<file path="config.mk">
export PLATFORM = sky130hd
export DESIGN_NAME = sss_corr_search
export DESIGN_NICKNAME = d
export VERILOG_FILES = /design/src/rtl/sss_corr_search.sv
export SDC_FILE = /design/constraint.sdc
export NUM_CORES = 1
export LEC_CHECK = 0
export CAP_MARGIN = 0
export CORE_AREA = 2 2 319 321
export CTS_BUF_LIST = sky130_fd_sc_hd__clkbuf_4 sky130_fd_sc_hd__clkbuf_8
export DETAILED_ROUTE_END_ITERATION = 6
export DIE_AREA = 0 0 321 323
export GPL_ROUTABILITY_DRIVEN = 1
export PLACE_DENSITY = 0.52
export SLEW_MARGIN = 40
export SYNTH_ARGS = -nofsm -noshare
export SYNTH_HDL_FRONTEND = slang
export SYNTH_SLANG_ARGS = --single-unit
</file>
<file path="constraint.sdc">
create_clock -name iclk -period 5.6 [get_ports iclk]
set_clock_uncertainty 0.05 [all_clocks]
set_input_delay 1.12 -clock iclk [delete_from_list [all_inputs] [get_ports iclk]]
set_output_delay 1.12 -clock iclk [all_outputs]
set_load 0.02 [all_outputs]
</file>
<file path="src/rtl/sss_corr_search.sv">
// SSS correlation search: captures one received block, sweeps every ROM candidate and reports the best match.
// Optional macro SSS_CORR_ABS_METRIC_EN ranks candidates by |correlation| instead of signed correlation.
module sss_corr_search #(
    parameter int pRX_W    = 12,
    parameter int pROM_W   = 4,
    parameter int pSEQ_LEN = 64,
    parameter int pNUM_SEQ = 16,
    parameter int pACC_W   = 22
) (
    input  logic                        iclk,
    input  logic                        irstn,
    input  logic                        istart,
    input  logic                        ival,
    input  logic [pRX_W-1:0]            idat,
    output logic                        orom_val,
    output logic [10:0]                 orom_addr,
    input  logic [pROM_W-1:0]           irom_dat,
    output logic                        obusy,
    output logic                        odone,
    output logic [$clog2(pNUM_SEQ)-1:0] oidx,
    output logic [pACC_W-1:0]           ometric
);
    localparam int LW    = $clog2(pSEQ_LEN);
    localparam int KW    = $clog2(pNUM_SEQ);
    localparam int AW    = LW + KW;
    localparam int PW    = pRX_W + pROM_W;
    localparam int TOTAL = pSEQ_LEN * pNUM_SEQ;

    typedef enum logic [2:0] {IDLE, LOAD, SEARCH, FLUSH, DONE} state_t;

    state_t state, next_state;

    logic signed [pRX_W-1:0]  buffer [pSEQ_LEN];
    logic [LW-1:0]            wr_ptr;
    logic [AW-1:0]            addr;
    logic                     s1_val, s2_val;
    logic [AW-1:0]            s1_addr, s2_addr;
    logic signed [pRX_W-1:0]  s1_sample;
    logic signed [pROM_W-1:0] rom_s;
    logic signed [PW-1:0]     prod;
    logic signed [pACC_W-1:0] acc, acc_base, acc_next;
    logic [pACC_W-1:0]        best, metric;
    logic [KW-1:0]            best_idx, cand_k;
    logic                     take, start_ok;

    assign start_ok  = (state == IDLE) && istart && !odone;
    assign orom_val  = (state == SEARCH);
    assign orom_addr = 11'(addr);
    assign rom_s     = irom_dat;

    always_ff @(posedge iclk or negedge irstn) begin
        if (!irstn) state <= IDLE;
        else        state <= next_state;
    end

    always_comb begin
        next_state = state;
        case (state)
            IDLE:    if (start_ok) next_state = LOAD;
            LOAD:    if (ival && wr_ptr == LW'(pSEQ_LEN - 1)) next_state = SEARCH;
            SEARCH:  if (addr == AW'(TOTAL - 1)) next_state = FLUSH;
            FLUSH:   if (s2_val && s2_addr == AW'(TOTAL - 1)) next_state = DONE;
            DONE:    next_state = IDLE;
            default: next_state = IDLE;
        endcase
    end

    always_ff @(posedge iclk) begin
        if (state == LOAD && ival) buffer[wr_ptr] <= idat;
    end

    // Candidate-end decision; acc_next is the full correlation when s2_addr is the last sample of a candidate.
    always_comb begin
        acc_base = (s2_addr[LW-1:0] == '0) ? '0 : acc;
        acc_next = acc_base + pACC_W'(prod);
        cand_k   = s2_addr[AW-1:LW];
`ifdef SSS_CORR_ABS_METRIC_EN
        if (!acc_next[pACC_W-1])
            metric = acc_next;
        else if (acc_next == {1'b1, {(pACC_W-1){1'b0}}})
            metric = {1'b0, {(pACC_W-1){1'b1}}};
        else
            metric = -acc_next;
        take = (cand_k == '0) || (metric > best);
`else
        metric = acc_next;
        take   = (cand_k == '0) || ($signed(metric) > $signed(best));
`endif
    end

    always_ff @(posedge iclk or negedge irstn) begin
        if (!irstn) begin
            wr_ptr    <= '0;
            addr      <= '0;
            s1_val    <= 1'b0;
            s1_addr   <= '0;
            s1_sample <= '0;
            s2_val    <= 1'b0;
            s2_addr   <= '0;
            prod      <= '0;
            acc       <= '0;
            best      <= '0;
            best_idx  <= '0;
            obusy     <= 1'b0;
            odone     <= 1'b0;
            oidx      <= '0;
            ometric   <= '0;
        end else begin
            odone <= 1'b0;
            if (start_ok) begin
                obusy  <= 1'b1;
                wr_ptr <= '0;
                addr   <= '0;
            end
            if (state == LOAD && ival) wr_ptr <= wr_ptr + 1'b1;
            if (state == SEARCH) addr <= addr + 1'b1;
            // ROM data returns one cycle after the address, so the buffer sample is delayed to match.
            s1_val    <= (state == SEARCH);
            s1_addr   <= addr;
            s1_sample <= buffer[addr[LW-1:0]];
            s2_val    <= s1_val;
            s2_addr   <= s1_addr;
            prod      <= PW'(s1_sample) * PW'(rom_s);
            if (s2_val) begin
                acc <= acc_next;
                if (s2_addr[LW-1:0] == LW'(pSEQ_LEN - 1) && take) begin
                    best     <= metric;
                    best_idx <= cand_k;
                end
            end
            if (state == DONE) begin
                odone   <= 1'b1;
                obusy   <= 1'b0;
                oidx    <= best_idx;
                ometric <= best;
            end
        end
    end
endmodule

</file>
# After elaboration in Yosys (flattened, before gate mapping)

Memories as Yosys holds them, arrays and structs flattened. A register that Yosys moved wholly into a read port is not among the register bits.
Index checks and enable logic that the tools add are counted.

Output and inout port bits: 40
Word-level logic and storage cells: 65
Bits in registers: 133
Bits in writable memories: 768
Memories: 1

Reduce and logical (&&, ||, !) cells: 17
Order comparisons: 1
$mul: 1
$add $sub $neg: 3
Equal/unequal tests: 12
Muxes and demuxes: 15

Memories:

| memory | words | bits a word | rd ports | clocked after memory_dff | write ports | line | RTL |
|---|---|---|---|---|---|---|---|
| buffer | 64    | 12          | 1        | 1                        | 1           | 33   | `logic signed [pRX_W-1:0] buffer [pSEQ_LEN];` |

Operators with widths:

| cell                                                | number |
|---|---|
| adder 22 x 16 -> 22 bit                             | 1 |
| > comparator 22 bit                                 | 1 |
| 2-to-1 mux 22 bit                                   | 1 |
| equality test 10 bit, second input constant         | 2 |
| 2-to-1 mux 10 bit                                   | 2 |
| multiplier 12 x 4 -> 16 bit                         | 1 |
| equality test 6 bit, second input constant          | 2 |
| 2-to-1 mux 3 bit                                    | 4 |
| 2-to-1 mux 6 bit                                    | 2 |
| case mux 3 bit (4 select lines)                     | 1 |
| adder 10 x 1 -> 10 bit, second input constant       | 1 |
| adder 6 x 1 -> 6 bit, second input constant         | 1 |
| equality test 3 x 2 -> 1 bit, second input constant | 2 |
| logical AND 1 bit                                   | 6 |
| logical NOT 6 bit                                   | 1 |
| inequality test 2 bit, second input constant        | 3 |
| nonzero test 2 bit                                  | 3 |
| 2-to-1 mux 1 bit                                    | 5 |
| logical NOT 4 bit                                   | 1 |
| AND reduction 4 bit                                 | 1 |
| equality test 3 x 1 -> 1 bit, second input constant | 1 |
| equality test 3 bit, second input constant          | 1 |
| logical NOT 3 bit                                   | 1 |
| logical NOT 1 bit                                   | 2 |
| other kinds (3)                                     | 3 |

# Logic depth before layout (Yosys ltp)

Gate-level depths: netlist (run 1).

Depth after elaboration: 7
Mapped depth: 22

# Worst setup path after synthesis (run 1)

OpenSTA, ideal clock, no wires.

Path kind: reg-to-reg
Start point: register s2_addr[2]
End point: register best[12]
Period minus slack after synthesis: 4740 ps
Path buffers: 3
Cell stages (with the launch flop): 20
Path slack: 860 ps
Arrival time: 4565 ps
Cells stage by stage: dfrtp_1 nor4_1 nand2_1 clkbuf_1 and2_1 ha_1 buf_2 a211o_1 o211ai_2 a31oi_1 a2111o_1 a311oi_2 xnor2_1 ha_1 nand2_1 nor3_1 o311ai_1 a31oi_2 buf_2 mux2_2

Longest elaborated chain between the ends: 7
Elaborated cells between the ends (all ways): 8

Ends and longest elaborated chain:

| item                          | line | RTL |
|---|---|---|
| start: declaration            | 37   | `logic [AW-1:0] s1_addr, s2_addr;` |
| start signal: assignment      | 122  | `s2_addr <= s1_addr;` |
| logical NOT 6 bit             | 74   | `acc_base = (s2_addr[LW-1:0] == '0) ? '0 : acc;` |
| 2-to-1 mux 22 bit             | 74   |  |
| adder 22 x 16 -> 22 bit       | 75   | `acc_next = acc_base + pACC_W'(prod);` |
| net acc_next[20]              | 41   | `logic signed [pACC_W-1:0] acc, acc_base, acc_next;` |
| > comparator 22 bit           | 87   | `take = (cand_k == '0) \|\| ($signed(metric) > $signed(best));` |
| logical OR 1 bit              | 87   |  |
| logical AND 1 bit             | 126  | `if (s2_addr[LW-1:0] == LW'(pSEQ_LEN - 1) && take) begin` |
| AND reduction 2 bit (no line) | -    |  |
| end signal: assignment        | 127  | `best <= metric;` |
| end: declaration              | 42   | `logic [pACC_W-1:0] best, metric;` |

The timed path passes the listed nets, and every way through them passes these cells.
A chain may end at the register's enable or synchronous reset.

# Worst setup path in the final report (run 1)

Start point: register s2_addr[2]
End point: register best[21]

Same word-level chain as after synthesis.

==> results of run 1 <==
## timing repair
action | CTS | global route
setup buffers | 0 | 3
gates resized for setup | 0 | 2
endpoints found under the setup margin | 0 | 26
## cell usage after synthesis (all sizes together), types with 26 or more instances
library cell / count
a21oi: 33
and2: 38
buf: 32
clkbuf: 55
dfrtp: 145
edfxtp: 768
fa: 26
ha: 73
inv: 71
mux2: 67
mux4: 252
nand2: 70
nand3: 28
nor2: 98
o21ai: 38
xnor2: 27
## worst max-delay path, stage by stage (launching register included)
cell and delay, ns:
dfrtp_1 0.38, nor4_1 0.35, nand2_2 0.06, buf_4 0.19, and2_1 0.17, ha_1 0.20
inv_1 0.09, fa_1 0.22, nor2b_1 0.07, o2111ai_1 0.24, nand4_1 0.19, a2111o_1 0.52
a311oi_2 0.28, xnor2_1 0.15, ha_1 0.32, nand2_1 0.07, nor3_2 0.25, o21ai_0 0.21
a31o_2 0.37, or4_1 0.44, nand3_1 0.10
## registers in the layout (all words and copies together) (netlist names)
| signal | flops |
|---|---|
| buffer | 768 |
| acc | 22 |
| best | 22 |
| ometric | 22 |
| prod | 16 |
| s1_sample | 12 |
| addr | 10 |
| s1_addr | 10 |
| s2_addr | 10 |
| wr_ptr | 6 |
| best_idx | 4 |
| oidx | 4 |
| state | 3 |
| obusy | 1 |
| odone | 1 |
| s1_val | 1 |
| s2_val | 1 |
## path summary, 6_finish.rpt
check,startpoint,to,slack (ns),cells after the start
hold reg to reg,s1_addr[3]$_DFF_PN0_,s2_addr[3]$_DFF_PN0_,0.29,0
setup reg to reg,s2_addr[2]$_DFF_PN0_,best[21]$_DFFE_PN0P_,0.60,20
hold / removal,irstn,prod[12]$_DFF_PN0_,0.15,1
min in group iclk,s1_addr[3]$_DFF_PN0_,s2_addr[3]$_DFF_PN0_,0.29,0
setup / recovery,s2_addr[2]$_DFF_PN0_,best[21]$_DFFE_PN0P_,0.60,20
max in group asynchronous,irstn,best[19]$_DFFE_PN0P_,4.43,2
## cell type report
class,count,area (um2)
diodes,1,2.50
repair buffers,145,1310
clock buffers,210,2600
inverters,72,270
well taps,1309,1640
clock inverters,65,443
fillers,8855,57200
flip-flops and latches,913,26700
multi-input cells,897,10600
## cell usage in the layout, fill, tap and decap left out, types with 31 or more instances in the layout
master	count
inv_1	71
buf_4	86
clkbuf_8	163
mux2_2	67
and2_1	38
clkdlybuf4s50_1	45
nor2_1	89
a21oi_1	33
nand2_1	69
dfrtp_1	139
clkinv_1	31
mux4_2	252
clkbuf_4	47
ha_1	73
edfxtp_1	768
o21ai_0	37
## per-layer routing
metal  share of wire (%)  wire length [um]  up-vias
met5                   0                 0        -
met4                 2.4              2080        0
met3                 5.3              4530      119
met2                  48             40700      470
met1                  45             38400     9894
li1                    -                 -     8304
## power by group
part | internal (mW) | total (mW) | leakage, nW | switching, mW
clock | 3.13 | 5.83 | 1.57 | 2.71
sequential | 7.81 | 8.20 | 8.75 | 0.391
combinational | 3.90 | 8.58 | 4.47 | 4.68
total | 14.8 | 22.6 | 14.8 | 7.78
## logic make-up after synthesis
family | Yosys count
DFF | 913
muxes | 322
and+or+nand+nor | 312
buffers and inverters | 159
AOI/OAI and AO/OA | 130
adders and majority gates | 99
xor gates and xnor gates | 33
other | 1
## metrics by stage
stage | hold slack, ns | total power, mW | std cells | cell area [um2] | utilization (%)
CTS | 0.269 | 23.0 | 3607 | 43500 | 43.2
global placement | 0.283 | 16.9 | 3330 | 40300 | 40.0
floorplan | 0.281 | 14.3 | 1969 | 37900 | -
global route | 0.122 | 24.1 | 3612 | 43500 | 43.2
finish | 0.149 | 22.6 | 3612 | 43500 | 43.2
detailed placement | 0.286 | 17.0 | 3332 | 40400 | 40.1
==> flow_summary.json, run 1 <==
{
  "outcome": "completed",
  "grt_use_met2_pct": 27.2,
  "synth_flop_cell": "edfxtp_1",
  "ys_async_sr_fraction_pct": 15.9,
  "synth_compound_gate_area_share_pct": 2.19,
  "yosys.area_share.xor_xnor_pct": 0.762,
  "wl_per_cell_um": 23.7,
  "crit_fanout": 13,
  "finalSetupViolations": 0,
  "required_ns": 6.28,
  "maxCapViolations": 0,
  "overflow": 0,
  "wirelength_um": 85700,
  "clk_latency_ns": 0.83,
  "synth.top_cell.area_share_pct": 60.8,
  "synth_area_leader_cell": "edfxtp_1",
  "syn_inst": 1969,
  "hold_viol_final": 0,
  "finalSetupTns_ns": 0,
  "tightest_slew_ns": 0.797,
  "start_util_pct": 37.6,
  "port_buffers": 58,
  "yosys-top-cells-area": "edfxtp_1 61%, mux4_2 15%, dfrtp_1 9.6%",
  "slew_headroom_pct": 46.3,
  "dieArea_um2": 104000,
  "met1_usage_pct": 23.1,
  "area_growth_pct": 14.8,
  "peakVddDrop_mv": 0.246,
  "fin_nets": 2303,
  "fin_crit_sh_pct": 89.3,
  "yosys.area_share.simple_pct": 3.97,
  "grt_usage_pct": 17.0,
  "busiest_layer": "met2",
  "ant_nets": 0,
  "clockBufferDepth": 3,
  "die_w_um": 321,
  "synth_nets": 2088,
  "cts.clk_slew.worst_paths_ns": 0.06,
  "synth_edf_count": 768,
  "rows": 117,
  "place_ws_ns": 0.232,
  "grt_antenna_before_repair": 9,
  "use_met3_pct": 3.73,
  "fin_crit_ns": 5.00,
  "drcViolationCount": 0,
  "ys_warn_count": 0,
  "cts.sinks": 913,
  "leakage_nw": 14.8,
  "grt_pass1_wl_um": 130000,
  "routed_via_density": 5.20,
  "synthMuxAreaShare_pct": 17.0,
  "die_h_um": 323,
  "synth_top_family_by_area": "multiplexers",
  "grt_max_degree": 103,
  "h-tree-depth": 4,
  "numCtsBuffers": 155,
  "drt_iter0_markers": 1435,
  "grt_pass1_vias": 19900,
  "setup_slack_ns": 0.599,
  "gp_congestion": 0.832,
  "hold_class": "in -> async",
  "syn_avg_cell_area_um2": 19.3,
  "crit_arrival_ns": 5.68,
  "syn_area_um2": 37900,
  "drive_gt1_share_pct": 30.1,
  "dp_hpwl_um": 54700,
  "rsz0062_at_grt": "no",
  "ios": 60,
  "start_kind": "flip-flop",
  "root_buffer": "clkbuf_8",
  "core_um2": 101000,
  "hold_buffers": 0,
  "synth_adder_area_share_pct": 3.78,
  "cts_tree": "yes",
  "crit_type": "reg -> reg",
  "drv_slew": 0,
  "cp-end-kind": "flip-flop",
  "synthDistinctLibCells": 62,
  "power.density_nw_per_um2": 520,
  "ys_seq_area_share_pct": 70.4,
  "ys_ff_latch": 913,
  "clock.fmax_ghz": 0.200,
  "num_vias": 18800,
  "firstDrtPassIters": 5
}
Power figures use the tool's default switching activity.
==> run 2: changes to the inputs <==
- CTS_CLUSTER_DIAMETER: unset -> 150
- REMOVE_ABC_BUFFERS: unset -> 1
==> flow_summary.json, run 2 (synthesized netlist as in run 1, its figures left out) <==
{
  "drv_slew": 0,
  "dp.cells": 3313,
  "start_kind": "flip-flop",
  "clock.fmax_ghz": 0.196,
  "seqPwrFrac_pct": 36.8,
  "overflow": 0,
  "drive_gt1_share_pct": 29.7,
  "clockBufferDepth": 3,
  "slew_headroom_pct": 41.4,
  "grt_usage_pct": 16.8,
  "final_common_cell": "edfxtp_1",
  "hold_class": "in -> async",
  "gp_congestion": 0.842,
  "grt_pass1_vias": 19700,
  "place_ws_ns": 0.355,
  "crit_type": "reg -> reg",
  "cts.sinks": 913,
  "clk_latency_ns": 0.80,
  "fin_nets": 2279,
  "num-fill-cells": 8840,
  "slowest_delay_ns": 0.51,
  "finish.utilization_pct": 43.0,
  "tightest_slew_ns": 0.877,
  "sw_frac_of_total_pct": 34.6,
  "top_register": "buffer",
  "maxCapViolations": 0,
  "cp-end-kind": "flip-flop",
  "crit_chain": "nor4_1 -> nand2_2 -> and2_1 -> ha_1 -> inv_1 -> fa_1 -> nor2b_1 -> o2111ai_1 -> nand4_1 -> a2111o_1 -> a311oi_2 -> xnor2_1 -> ha_1 -> nand2_1 -> nor3_2 -> o311ai_1 -> a31oi_2 -> buf_12 -> mux2_2",
  "grt_pass1_wl_um": 128000,
  "power.density_nw_per_um2": 520,
  "fin_crit_ns": 5.11,
  "dp_hpwl_um": 55200,
  "postCtsSetupRepairBufs": 0,
  "largest_reg_flops": 768,
  "drt_iter0_markers": 1319,
  "crit_fanout": 17,
  "required_ns": 6.20,
  "net-switching-power_mw": 7.80,
  "firstDrtPassIters": 7,
  "die_w_um": 321,
  "fin_crit_sh_pct": 91.2,
  "outcome": "completed",
  "num_vias": 18800,
  "rsz0062_at_grt": "no",
  "peakVddDrop_mv": 0.224,
  "pwr-share-comb_pct": 37.8,
  "intPower_mw": 14.7,
  "cts.clk_slew.worst_paths_ns": 0.07,
  "start_util_pct": 37.6,
  "hold_viol_final": 0,
  "finalSetupTns_ns": 0,
  "crit_arrival_ns": 5.71,
  "mostFrequentLayoutCells": "768 x edfxtp_1, 252 x mux4_2, 156 x clkbuf_8, 141 x dfrtp_1, 73 x ha_1",
  "numCtsBuffers": 153,
  "clkPwrFrac_pct": 25.5,
  "core_um2": 101000,
  "grt_max_degree": 99,
  "die_h_um": 323,
  "root_buffer": "clkbuf_8",
  "h-tree-depth": 4,
  "setup_slack_ns": 0.490,
  "leakage_nw": 14.7,
  "drcViolationCount": 0,
  "ant_nets": 0,
  "finalSetupViolations": 0,
  "port_buffers": 58,
  "ios": 60,
  "dieArea_um2": 104000,
  "area_growth_pct": 14.3,
  "wl_per_cell_um": 23.6,
  "cpMostUsedCell": "ha_1",
  "grt_antenna_before_repair": 7,
  "finalNonFillerCells": 3585,
  "wirelength_um": 84600,
  "rows": 117,
  "cts_tree": "yes",
  "crit_slowest_cell": "a2111o_1",
  "routed_via_density": 5.24
}
-- run 2: cell count changes in the layout (fill, tap and decap cells not counted), sizes merged --
cell      before  now
inv           78   83
diode          1    2
clkbuf       210  199
clkinv        46   54
buf          100   78
clkinvlp      11    3
-- run 2: worst max-delay path: cells and delay by family (launching register included) --
family | cells | cell delay [ns]
flops | 1 | 0.39
mux | 1 | 0.34
xor+xnor | 1 | 0.15
buf+inv | 2 | 0.29
fa+ha+maj | 3 | 0.73
compound gates | 5 | 1.65
simple gates | 7 | 1.37
-- run 2: stage by stage --
step                      hold WS (ns)  area, um2  power [mW]
after floorplan                  0.281      37500        14.6
after global placement           0.283      40200        16.9
after detailed placement         0.285      40400        17.0
after CTS                        0.263      43300        22.8
after global routing            0.0516      43300        24.0
final                            0.103      43300        22.5
-- run 2: cell type report --
type                            instances  area, um2  area share [%]
Antenna cell                            2       5.00          0.0115
Inverter                               72        270           0.624
Clock buffer                          199       2470            5.70
Tap cell                             1309       1640            3.78
Timing Repair Buffer                  123       1160            2.68
Clock inverter                         70        479            1.11
Sequential cell                       913      26700            61.6
Multi-Input combinational cell        897      10600            24.5
-- run 2: timing repair --
item | in CTS | in global routing
endpoints found under the setup margin | 0 | 22
gates resized for setup | 0 | 2
hold buffers | 0 | 0
-- run 2: routing by layer --
metal | global-route usage (%) | wire [um]
met1 | 23.2 | 38400
met4 | 5.92 | 2310
met2 | 26.4 | 39600
met5 | 0 | 63
met3 | 3.58 | 4200
-- run 2: worst paths after layout --
path                                      start                 endpoint  slack [ns]  depth (start not counted)
max                        s2_addr[3]$_DFF_PN0_      best[8]$_DFFE_PN0P_        0.49                         19
min reg2reg                s1_addr[6]$_DFF_PN0_     s2_addr[6]$_DFF_PN0_        0.29                          0
min in group iclk          s1_addr[6]$_DFF_PN0_     s2_addr[6]$_DFF_PN0_        0.29                          0
min                                       irstn        prod[7]$_DFF_PN0_        0.10                          1
max reg2reg                s2_addr[3]$_DFF_PN0_      best[8]$_DFFE_PN0P_        0.49                         19
max in group asynchronous                 irstn  ometric[13]$_DFFE_PN0P_        4.50                          2
-- run 2: power groups by stage --
stage	clock [mW]	combinational [mW]	sequential [mW]
after floorplan	0	5.93	8.67
after global placement	0	8.38	8.54
after detailed placement	0	8.58	8.42
after CTS	5.92	8.63	8.29
after global routing	6.20	9.42	8.34
final	5.73	8.50	8.28
==> run 3: changes to the inputs <==
- ABC_AREA: unset -> 0
- CAP_MARGIN: 0 -> unset
==> results of run 3 <==
No change in the layout: final DEF, timing and power equal those of run 2.
